`src/rtl/alu_pkg.sv`:
```
// Shared opcodes, condition-code bit positions and FSM encoding for the Y86 execute ALU.
package alu_pkg;

  localparam logic [2:0] OP_ADD = 3'd0;
  localparam logic [2:0] OP_SUB = 3'd1;
  localparam logic [2:0] OP_AND = 3'd2;
  localparam logic [2:0] OP_XOR = 3'd3;
  localparam logic [2:0] OP_OR  = 3'd4;
  localparam logic [2:0] OP_SHL = 3'd5;
  localparam logic [2:0] OP_SAR = 3'd6;
  localparam logic [2:0] OP_MUL = 3'd7;

  localparam int unsigned CC_ZF = 2;
  localparam int unsigned CC_SF = 1;
  localparam int unsigned CC_OF = 0;

  typedef enum logic [1:0] {
    StIdle = 2'd0,
    StMul  = 2'd1,
    StDone = 2'd2
  } state_e;

endpackage

```
`src/rtl/alu_mul_iter.sv`:
```
// Iterative shift-add multiplier: one multiplier bit per cycle, WIDTH cycles, low WIDTH bits kept.
module alu_mul_iter #(
  parameter int unsigned WIDTH = 32
) (
  input  logic             clock,
  input  logic             reset,
  input  logic             start_i,
  input  logic [WIDTH-1:0] a_i,
  input  logic [WIDTH-1:0] b_i,
  output logic             busy_o,
  output logic             done_o,
  output logic [WIDTH-1:0] product_o
);

  localparam int unsigned CW = $clog2(WIDTH);
  localparam logic [CW-1:0] LastCnt = CW'(WIDTH - 1);

  logic             busy_q;
  logic [CW-1:0]    cnt_q;
  logic [WIDTH-1:0] mcand_q, mplier_q, acc_q, acc_d;

  assign acc_d = acc_q + (mplier_q[0] ? mcand_q : '0);

  always_ff @(posedge clock) begin
    if (reset) begin
      busy_q   <= 1'b0;
      cnt_q    <= '0;
      mcand_q  <= '0;
      mplier_q <= '0;
      acc_q    <= '0;
    end else if (start_i) begin
      busy_q   <= 1'b1;
      cnt_q    <= '0;
      mcand_q  <= a_i;
      mplier_q <= b_i;
      acc_q    <= '0;
    end else if (busy_q) begin
      acc_q    <= acc_d;
      mcand_q  <= mcand_q << 1;
      mplier_q <= mplier_q >> 1;
      cnt_q    <= cnt_q + 1'b1;
      if (done_o) busy_q <= 1'b0;
    end
  end

  assign busy_o    = busy_q;
  assign done_o    = busy_q && (cnt_q == LastCnt);
  // Combinational so the final partial sum is presented in the cycle done_o is high.
  assign product_o = acc_d;

endmodule

```
`src/rtl/alu_seq.sv`:
```
// Y86 execute-stage ALU with valid/ready handshakes, registered result and ZF/SF/OF flags.
module alu_seq
  import alu_pkg::*;
#(
  parameter int unsigned WIDTH = 32
) (
  input  logic             clock,
  input  logic             reset,
  input  logic             in_valid,
  output logic             in_ready,
  input  logic [2:0]       op,
  input  logic [WIDTH-1:0] valA,
  input  logic [WIDTH-1:0] valB,
  input  logic             set_cc,
  output logic             out_valid,
  input  logic             out_ready,
  output logic [WIDTH-1:0] valE,
  output logic [2:0]       cc
);

  localparam int unsigned SHW = $clog2(WIDTH);

  state_e           state_q, state_d;
  logic             accept, set_cc_q, mul_start, mul_busy, mul_done, alu_of;
  logic [WIDTH-1:0] alu_res, mul_prod, val_e_q, val_e_d;
  logic [2:0]       cc_q, cc_d;
  logic [SHW-1:0]   shamt;

  assign accept    = in_valid && in_ready;
  assign mul_start = accept && (op == OP_MUL);
  assign shamt     = valA[SHW-1:0];

  alu_mul_iter #(
    .WIDTH(WIDTH)
  ) u_mul (
    .clock    (clock),
    .reset    (reset),
    .start_i  (mul_start),
    .a_i      (valA),
    .b_i      (valB),
    .busy_o   (mul_busy),
    .done_o   (mul_done),
    .product_o(mul_prod)
  );

  always_comb begin
    alu_res = '0;
    alu_of  = 1'b0;
    unique case (op)
      OP_ADD: begin
        alu_res = valA + valB;
        alu_of  = (valA[WIDTH-1] == valB[WIDTH-1]) && (alu_res[WIDTH-1] != valA[WIDTH-1]);
      end
      OP_SUB: begin
        alu_res = valB - valA;
        alu_of  = (valA[WIDTH-1] != valB[WIDTH-1]) && (alu_res[WIDTH-1] != valB[WIDTH-1]);
      end
      OP_AND:  alu_res = valA & valB;
      OP_XOR:  alu_res = valA ^ valB;
      OP_OR:   alu_res = valA | valB;
      OP_SHL:  alu_res = valB << shamt;
      OP_SAR:  alu_res = $signed(valB) >>> shamt;
      default: alu_res = '0;
    endcase
  end

  always_ff @(posedge clock) begin
    if (reset) state_q <= StIdle;
    else       state_q <= state_d;
  end

  always_comb begin
    state_d = state_q;
    unique case (state_q)
      StIdle: if (accept) state_d = (op == OP_MUL) ? StMul : StDone;
      // Losing busy without done can only follow a glitch; recover rather than hang.
      StMul: begin
        if (mul_done)      state_d = StDone;
        else if (!mul_busy) state_d = StIdle;
      end
      StDone:  if (out_ready) state_d = StIdle;
      default: state_d = StIdle;
    endcase
  end

  always_comb begin
    in_ready  = (state_q == StIdle);
    out_valid = (state_q == StDone);
  end

  always_comb begin
    val_e_d = val_e_q;
    cc_d    = cc_q;
    if (accept && (op != OP_MUL)) begin
      val_e_d = alu_res;
      if (set_cc) begin
        cc_d[CC_ZF] = (alu_res == '0);
        cc_d[CC_SF] = alu_res[WIDTH-1];
        cc_d[CC_OF] = alu_of;
      end
    end else if ((state_q == StMul) && mul_done) begin
      val_e_d = mul_prod;
      if (set_cc_q) begin
        cc_d[CC_ZF] = (mul_prod == '0);
        cc_d[CC_SF] = mul_prod[WIDTH-1];
        cc_d[CC_OF] = 1'b0;
      end
    end
  end

  always_ff @(posedge clock) begin
    if (reset) begin
      val_e_q  <= '0;
      cc_q     <= 3'b100;
      set_cc_q <= 1'b0;
    end else begin
      val_e_q <= val_e_d;
      cc_q    <= cc_d;
      if (accept) set_cc_q <= set_cc;
    end
  end

  assign valE = val_e_q;
  assign cc   = cc_q;

endmodule

```
`config.mk`:
```
export PLATFORM = sky130hd
export DESIGN_NAME = alu_seq
export DESIGN_NICKNAME = d
export VERILOG_FILES = /design/src/rtl/alu_pkg.sv /design/src/rtl/alu_mul_iter.sv /design/src/rtl/alu_seq.sv
export SDC_FILE = /design/constraint.sdc
export NUM_CORES = 1
export LEC_CHECK = 0
export ABC_CLOCK_PERIOD_IN_PS = 11900
export CORE_MARGIN = 2
export CORE_UTILIZATION = 35
export CTS_CLUSTER_DIAMETER = 60
export DETAILED_ROUTE_END_ITERATION = 6
export GPL_ROUTABILITY_DRIVEN = 0
export PLACE_DENSITY_LB_ADDON = 0.15
export SYNTH_ARGS = -nofsm -noshare
export SYNTH_HDL_FRONTEND = slang
export SYNTH_HIERARCHICAL = 1
export SYNTH_SLANG_ARGS = --single-unit
```
`constraint.sdc`:
```
create_clock -name clock -period 11.9 [get_ports clock]
set_clock_uncertainty 0.1 [all_clocks]
set_input_delay 2.38 -clock clock [delete_from_list [all_inputs] [get_ports clock]]
set_output_delay 2.38 -clock clock [all_outputs]
set_load 0.03 [all_outputs]
```
Yosys cells after proc, flatten, opt, wreduce, memory -nomap -nowiden
Cells that the tools add are included.
{ "word_totals": {"inputBits": 72, "out_inout_bits": 37, "ff_bits": 140} }
{ "op_classes": {"n_bitwise": 3, "addsub": 4, "reduce_logical": 17, "muxes": 22, "shift": 2, "eq_ne": 19} }
{ "op_table": {"columns": ["cell", "count"], "rows": [
  ["two-way mux 32 bit", 7],
  ["one-hot mux 32 bit (7 select lines)", 1],
  ["adder 32 bit", 2],
  ["zero test 32 bit", 2],
  ["bitwise AND 32 bit", 1],
  ["bitwise OR 32 bit", 1],
  ["left shift 32 x 5 -> 32 bit", 1],
  [">>> shifter 32 x 5 -> 32 bit", 1],
  ["subtractor 32 bit", 1],
  ["bitwise XOR 32 bit", 1],
  ["equality test 3 bit, second input constant", 4],
  ["two-way mux 3 bit", 4],
  ["two-way mux 2 bit", 5],
  ["logical AND 1 bit", 7],
  ["equality test 3 x 2 -> 1 bit, second input constant", 2],
  ["inequality test 3 bit, second input constant", 2],
  ["one-hot mux 2 bit (3 select lines)", 1],
  ["AND reduction 3 bit", 2],
  ["nonzero test 2 bit", 3],
  ["adder 5 x 1 -> 5 bit, second input constant", 1],
  ["equality test 5 bit, second input constant", 1],
  ["inequality test 2 x 1 -> 1 bit, second input constant", 2],
  ["equality test 3 x 1 -> 1 bit, second input constant", 1],
  ["zero test 3 bit", 1],
  ["other kinds (9)", 13]
]} }

Logic depth before layout (Yosys ltp)
{ "logic_depth": {"ltp_word": 6, "depth_mapped": 18, "mapped_depth_nobuf": 17} }

Cells and area by module
The synthesis kept the hierarchy.
{ "by_module_without_submodules": {"columns": ["mod", "area_per_inst_um2", "n_inst", "cells_each"], "rows": [
  ["alu_seq", 11797.6, 1, 1621],
  ["alu_mul_iter", 6258.5, 1, 775]
]} }

Worst setup path after synthesis
Ideal clock, no wire load.
{ "synth_path": {"kind": "input port to flip-flop", "from": "input port valA[3]", "to": "register val_e_q[26], in the netlist valE[26]", "path_stages": 17, "t_arrival_ns": 6.034, "t_required_ns": 11.672, "path_slack_ns": 5.638, "n_path_buf": 5, "path_cell_list": "buf_2 buf_4 clkinv_1 buf_1 clkbuf_1 ha_1 clkbuf_1 o221a_2 o211ai_1 a211oi_1 o21ai_0 a211oi_1 a221o_1 a211oi_1 nor2_1 a221oi_1 nor2_1"} }
{ "synth_via": {"elab_chain_cells": 3, "elab_cells_between_ends": 6, "classes_between": "2 x add/sub; 2 x shift; 2 x mux"} }
{ "synth_rtl": {"columns": ["item", "line", "text"], "rows": [
  ["from (decl)", "alu_seq.sv:12", "input logic [WIDTH-1:0] valA,"],
  ["subtractor 32 bit (tied with other cells)", "alu_seq.sv:55", "alu_res = valB - valA;"],
  ["one-hot mux 32 bit (7 select lines) *", "alu_seq.sv:49", "unique case (op)"],
  ["two-way mux 32 bit *", "alu_seq.sv:94", "if (accept && (op != OP_MUL)) begin"],
  ["to (signal assigned)", "alu_seq.sv:117", "val_e_q <= val_e_d;"],
  ["to (decl)", "alu_seq.sv:25", "logic [WIDTH-1:0] alu_res, mul_prod, val_e_q, val_e_d;"]
]} }
Every way passes the cells marked *; elsewhere a longest branch is shown, timed or not.
A chain may end at the register's enable or synchronous reset.

Final worst setup path
{ "layout_path": {"from": "input port valB[19]", "to": "register val_e_q[26], in the netlist valE[26]"} }
{ "layout_via": {"elab_chain_cells": 3, "elab_cells_between_ends": 6, "classes_between": "2 x add/sub; 2 x shift; 2 x mux"} }
{ "layout_rtl": {"columns": ["item", "line", "text"], "rows": [
  ["from (decl)", "alu_seq.sv:13", "input logic [WIDTH-1:0] valB,"],
  ["subtractor 32 bit (tied with other cells)", "alu_seq.sv:55", null],
  ["one-hot mux 32 bit (7 select lines) *", "alu_seq.sv:49", null],
  ["two-way mux 32 bit *", "alu_seq.sv:94", null]
]} }
Marked as above.

==> results.yml <==
power_and_ir_drop:
  sw_frac_of_total: 0.4057
  p_leak_nw: 7.817
  clock_power_share: 0.321
  p_comb_frac: 0.393
  pwr-share-seq: 0.286
  p_int_mw: 1.035
  vdd_drop_max_mv: 0.1126
  power_mw: 1.742
  p_switching_mw: 0.7065
  p_per_area_nw_per_um2: 86.97
global_route:
  antenna_found_initial: 0
  grt_pass1_wl_um: 117500
  grt.overflow.total: 0
  track_usage: 0.2892
  grt_pass1_vias: 18530
  grt_max_degree: 74
worst_setup_path:
  crit_path_start_kind: "input pin"
  cp.required_ps: 12160
  worstSetupPathType: "input pin to register"
  crit_path_max_fanout: 14
  cp-end-kind: "register"
  worstPathArrival_ps: 7570
cts:
  cts_root_buffer: "clkbuf_16"
  clkSlewWorstSetupHoldPaths_ps: 70
  post_cts_buffers: 0
  cts.path.max_buffers: 2
  postCtsHoldBufs: 0
  cts_resized: 0
  clk_latency_ps: 500
  numClockSinks: 140
  cts_max_level: 4
  cts_tree: "built"
  cts-buffers-inserted: 17
synthesis:
  synth_cells: 2396
  ys.flop_type: "dfxtp_1"
  ys_types: 108
  synth_seq_cells: 140
  synth_top_family_by_area: "compound AO/OA/AOI/OAI gates"
  synth-async-reset-ratio: 0
  synth.avg_cell_area_um2: 7.536
  synth_mux_area_frac: 0.1650
  yosys.area_share.simple: 0.2275
  synth_edf_count: 0
  synth_fa_ha_area_frac: 0.09895
  synth_xor_area_frac: 0.02280
  syn_area_um2: 18060
  ys_warn_count: 6
  synth_nets: 2609
  ys_seq_area_frac: 0.1552
  synth_compound_area_frac: 0.2584
die:
  dieArea_um2: 53420
  die_height_um: 231.1
  start_util: 0.3527
  dieWidth_um: 231.1
  row_count: 83
  ioPinCount: 109
  core_um2: 51200
timing:
  layout_min_cycle_time_ps: 7311
  maxSlewViolCount: 0
  fin_crit_sh: 0.6143
  hold_violations: 0
  max_slew.worst_pin.slew_ps: 1174
  rsz0062_at_grt: "no"
  maxSlewHeadroom: 0.2116
  setup_violations: 0
  tns_ps: 0
  max_freq_ghz: 0.1368
min_path:
  min_path_type: "register to register"
finish:
  final_nets: 2597
  drive_gt1_frac: 0.08761
  fillers: 5361
  stdcell_count: 3078
  syn_to_final_growth_pct: 10.91
flow_run:
  maxCapViolations: 0
routing:
  ant_nets: 0
  drt-total-wl_um: 79040
  drtPass1Iterations: 6
  drtIter0Drc: 2634
  vias_per_cell: 6.410
  routed-via-count: 19730
  drc_errors: 0
  wl_per_cell_um: 25.68
outcome:
  status: "complete, no violations"
placement:
  port-buffer-count: 108
  dpl.hpwl_um: 59210
  dp_cells: 3045
path summary, 6_finish.rpt:
check	startpoint	end	slack [ps]	depth (start not counted)
setup / recovery	valB[19]	valE[26]$_SDFFE_PP0P_	4590	14
hold / removal	u_mul/acc_q[20]$_SDFFE_PP0P_	u_mul/acc_q[20]$_SDFFE_PP0P_	370	2
setup reg to reg	u_mul/busy_o$_SDFF_PP0_	cc[2]$_SDFFE_PP1P_	7380	13
hold reg to reg	u_mul/acc_q[20]$_SDFFE_PP0P_	u_mul/acc_q[20]$_SDFFE_PP0P_	370	2
sequential cells by signal, summed over array words and instances, names as in the netlist:
register,flops
u_mul/acc_q,32
u_mul/mcand_q,32
u_mul/mplier_q,32
valE,32
u_mul/cnt_q,5
cc,3
state_q,2
set_cc_q,1
u_mul/busy_o,1
Yosys cell counts (27+ instances only):
library cell | n | area (um2)
a211oi_1 | 33 | 247.7
a21o_1 | 28 | 210.2
a21oi_1 | 211 | 1056
and2_1 | 46 | 287.8
and3_1 | 27 | 168.9
clkbuf_1 | 131 | 491.7
dfxtp_1 | 140 | 2803
ha_1 | 138 | 1727
inv_1 | 101 | 379.1
mux2i_1 | 133 | 1331
mux4_2 | 49 | 1104
nand2_1 | 204 | 765.7
nand3_1 | 34 | 170.2
nand4_1 | 29 | 181.4
nor2_1 | 340 | 1276
nor3_1 | 46 | 230.2
o211ai_1 | 33 | 247.7
o21ai_0 | 93 | 465.5
xnor2_1 | 29 | 254.0
area by class of cell:
| type | count | area, um2 | share of cell area |
|---|---|---|---|
| multi-input cells | 1963 | 13970 | 0.6977 |
| flip-flops and latches | 140 | 2806 | 0.1401 |
| repair buffers | 155 | 1416 | 0.07073 |
| well taps | 680 | 850.8 | 0.04249 |
| clock buffers | 20 | 436.7 | 0.02181 |
| inverters | 107 | 401.6 | 0.02006 |
| clock inverters | 12 | 138.9 | 0.006935 |
| diodes | 1 | 2.502 | 0.0001250 |
cell families (layout without fill, tap and decap cells):
logic type | count (synthesis) | in the layout
fa+ha+maj | 141 | 141
other cells | 0 | 1
simple gates | 871 | 871
buf+inv | 293 | 294
flops | 140 | 140
xor+xnor | 47 | 47
mux | 219 | 219
compound gates | 685 | 685
layer usage:
layer	global-route usage	vias to the layer above	share of wire
met5	0	-	0
met3	0.06410	245	0.093
met2	0.4642	1165	0.45
li1	-	8813	-
met1	0.3727	9508	0.41
met4	0.1230	0	0.046
power by group through the flow:
| stage | sequential (mW) | clock [mW] | combinational, mW |
|---|---|---|---|
| after floorplan | 0.525 | 0 | 0.400 |
| after global placement | 0.508 | 0 | 0.657 |
| after detailed placement | 0.509 | 0 | 0.660 |
| after CTS | 0.498 | 0.573 | 0.662 |
| after global routing | 0.500 | 0.589 | 0.721 |
| final | 0.498 | 0.559 | 0.684 |
critical path, cell delays in order:
cell             delay [ps]
clkdlybuf4s50_1         980
inv_1                   130
ha_1                    510
nor4_1                  560
o311ai_0                460
nor3_1                  570
o31ai_1                 340
nand2_1                 190
a311oi_1                190
a221o_1                 390
a211oi_1                480
nor2_1                  100
a221oi_1                220
nor2_1                   60
cells in the final DEF (no fill, tap or decap), drive strengths merged, types with 16 or more instances in the layout:
| cell | n |
|---|---|
| a211oi | 35 |
| xor2 | 18 |
| a31oi | 16 |
| nor4 | 22 |
| clkbuf | 20 |
| o31ai | 17 |
| a221oi | 21 |
| nand2 | 205 |
| and3 | 28 |
| mux2i | 133 |
| a21oi | 211 |
| nor2b | 25 |
| xnor2 | 29 |
| dfxtp | 140 |
| nor2 | 341 |
| buf | 52 |
| nor3 | 47 |
| a21o | 30 |
| a311oi | 17 |
| ha | 138 |
| nand3 | 35 |
| mux2 | 29 |
| inv | 106 |
| and2 | 47 |
| nand4 | 29 |
| nand2b | 21 |
| clkdlybuf4s50 | 103 |
| o211ai | 33 |
| a22oi | 25 |
| o21ai | 100 |
| mux4 | 57 |
stage by stage:
step                      cell area [um2]  worst slack, ps  hold slack [ps]    util
after floorplan                     18060             5638            345.3       -
after global placement              19450             4136            362.1  0.3798
after detailed placement            19450             4223            363.7  0.3798
after CTS                           20020             4724            373.5  0.3911
after global routing                20020             4362            401.3  0.3911
final                               20030             4589            374.3  0.3911
Note: power is estimated with default switching activity, not from simulation.
==> edit, RTL diff (same settings) <==
Make the reset (`reset`) asynchronous in 3 clocked blocks.
--- a/src/rtl/alu_mul_iter.sv
+++ b/src/rtl/alu_mul_iter.sv
@@ -21,7 +21,7 @@
 
   assign acc_d = acc_q + (mplier_q[0] ? mcand_q : '0);
 
-  always_ff @(posedge clock) begin
+  always_ff @(posedge clock or posedge reset) begin
     if (reset) begin
       busy_q   <= 1'b0;
       cnt_q    <= '0;
--- a/src/rtl/alu_seq.sv
+++ b/src/rtl/alu_seq.sv
@@ -64,7 +64,7 @@
     endcase
   end
 
-  always_ff @(posedge clock) begin
+  always_ff @(posedge clock or posedge reset) begin
     if (reset) state_q <= StIdle;
     else       state_q <= state_d;
   end
@@ -108,7 +108,7 @@
     end
   end
 
-  always_ff @(posedge clock) begin
+  always_ff @(posedge clock or posedge reset) begin
     if (reset) begin
       val_e_q  <= '0;
       cc_q     <= 3'b100;
Check against the original RTL: differs if reset is asserted again (counterexample within 4 cycles, from zero or initial values and one cycle with reset high); with reset held inactive, the same outputs for 10 cycles.
==> edit against the original RTL <==
The flow now finishes with violations (DRC); final area is 3.0% higher; setup slack better by 0.16 ns; area after synthesis up 3.3%; sequential share of layout area rose by 3.0 points; register-to-register slack lost 0.39 ns; wire length is 5.0% higher; sequential cell count unchanged; largest cell class unchanged; highest routed layer is now met5.
Power is not compared: it rests on default switching activity, and its combinational part moved more than twofold at a synthesized area within 25%.
==> edit: results (changes against the original RTL) <==
| Metric | Value |
|---|---|
| Outcome | finished, violations left |
| Failing checks | DRC |
| # diodes | 0 (-1) |
| Placement Rows | 84 (+1.2%) |
| Number of antenna violations at the first check in global routing | 2 (+2) |
| Global-route wire length before repair | 123700 um (+5.3%) |
| CTS H-Tree Depth | 4 (unchanged) |
| R2R setup slack | 6.99 ns (-0.39 ns) |
| Leakage power | 8.904 nW |
| Endpoint arrival time on the critical path | 7.45 ns (-0.12 ns) |
| Detailed-route vias per instance | 6.493 (+1.3%) |
| Cell count of the worst reg-to-reg path | 15 (+2) |
| Largest net degree at the start of global routing | 84 (+14%) |
| Launch point of the worst hold path | valE[15]$_DFFE_PP0P_ |
| Aggregate routed wire length | 82980 um (+5.0%) |
| Overall Global Routing Usage | 0.2920 (+0.002799) |
| Number of cells traversed by the worst hold path | 2 (unchanged) |
| Cells taking the most area after synthesis | sky130_fd_sc_hd__dfrtp_1 (19%), sky130_fd_sc_hd__ha_1 (9.3%), sky130_fd_sc_hd__mux2i_1 (7.9%), sky130_fd_sc_hd__nand2_1 (5.8%), sky130_fd_sc_hd__mux4_2 (4.6%) |
| Stage delay of the slowest cell on the critical path | 1.00 ns (+0.02 ns) |
| Post-synthesis sequential area ratio | 0.1878 (+0.03259) |
| DRC violation count after routing | 1 (+1) |
| Cell variety after synth | 97 (-10%) |
| Nets | 2576 (-0.81%) |
| Number of global-route vias before repair | 18900 (+2.0%) |
| HPWL after detailed placement | 62100 um (+4.9%) |
| Setup TNS Final | 0 ns (unchanged) |
| Count of filler cells inserted in the layout | 5412 (+0.95%) |
| Insertion delay of the later-clocked pin in the worst-skew pair | 0.46 ns (-0.04 ns) |
| Origin of the worst setup path | valB[12] |
| Primary FF master, synth | sky130_fd_sc_hd__dfrtp_1 |
| Largest driver fanout on the critical path | 13 (-1) |
| Drt first-iter violations | 2547 (-3.3%) |
| Fraction of final layout cells with drive strength greater than 1 | 0.07955 (-0.008064) |
| Top cells by count, synth | sky130_fd_sc_hd__nand2_1 (287), sky130_fd_sc_hd__nor2_1 (197), sky130_fd_sc_hd__a21oi_1 (170), sky130_fd_sc_hd__o21ai_0 (159), sky130_fd_sc_hd__mux2i_1 (147) |
| Hold worst-path end | valE[15]$_DFFE_PP0P_ |
| Number of buffers inserted during clock tree synthesis | 17 (unchanged) |
| Number of iterations in the first detailed-routing pass | 7 (+1) |
| Total placed instance area | 20050 um2 (+3.1%) |
| Reg2reg end | cc[2]$_DFFE_PP1P_ |
| Reg-to-reg startpoint | u_mul/mplier_q[0]$_DFFE_PP0P_ |
| Share of synthesized registers carrying an async set or reset | 1.000 (+1.000) |
| Max-slew headroom at the worst pin | 0.1696 (-0.04198) |
-- edit: cell count changes after synthesis, moves of 12 or more --
cell and delta:
sky130_fd_sc_hd__buf_2 +25, sky130_fd_sc_hd__nor2_1 -143, sky130_fd_sc_hd__o21ai_0 +66, sky130_fd_sc_hd__a311oi_1 -12, sky130_fd_sc_hd__mux2i_1 +14, sky130_fd_sc_hd__a21oi_1 -41, sky130_fd_sc_hd__nand3_1 +15, sky130_fd_sc_hd__nand2_1 +83
sky130_fd_sc_hd__clkbuf_1 -21, sky130_fd_sc_hd__a31oi_1 +31, sky130_fd_sc_hd__dfrtp_1 +139, sky130_fd_sc_hd__dfxtp_1 -140
-- edit: kinds of logic after synthesis --
group                      synth area share
muxes                                0.1679
and+or+nand+nor                      0.2058
DFF                                  0.1878
buffers and inverters               0.06873
adders and majority gates           0.09575
xor gates and xnor gates            0.02628
AOI/OAI and AO/OA                    0.2477
-- edit: layer usage --
metal	routed length, um	up-vias	track usage
met2	35920	1270	0.4471
met5	13	-	0
met4	4276	2	0.1385
met1	34510	9631	0.3924
li1	-	8744	-
met3	8259	248	0.05992
-- edit: worst reg2reg max path: cells and delay by family (launching register included) --
kind	cells	cell delay, ns
AO/OA/AOI/OAI	7	2.15
XOR/XNOR	1	0.23
adder cells (fa/ha/maj)	2	0.63
buffers and inverters	1	0.26
flip-flops	1	0.48
AND/OR/NAND/NOR	4	1.01
-- edit: final cells by class --
cell class,instances,share of cell area
Inverter,108,0.01978
Sequential cell,140,0.1701
Tap cell,688,0.04173
Clock buffer,17,0.02062
Multi-Input combinational cell,1945,0.6733
Clock inverter,15,0.007461
Timing Repair Buffer,151,0.06697
-- edit: power breakdown --
group / switching [mW] / internal (mW) / total, mW / leakage, nW
registers: 0.157 / 0.680 / 0.837 / 1.72
clock network: 0.252 / 0.296 / 0.548 / 0.282
logic: 1.23 / 0.754 / 1.99 / 6.90
total: 1.64 / 1.73 / 3.37 / 8.90
-- edit: metrics by stage --
stage | utilization | power (mW) | cells | hold WS (ns) | worst slack (ns)
3_3_place_gp | 0.3807 | 2.759 | 3032 | 0.3828 | 4.569
5_1_grt | 0.3917 | 3.574 | 3064 | 0.4213 | 4.670
2_1_floorplan | - | 2.164 | 2376 | 0.3723 | 5.708
6_report | 0.3917 | 3.373 | 3064 | 0.4078 | 4.747
3_5_place_dp | 0.3807 | 2.789 | 3032 | 0.3905 | 4.550
4_1_cts | 0.3917 | 3.353 | 3064 | 0.4091 | 5.050
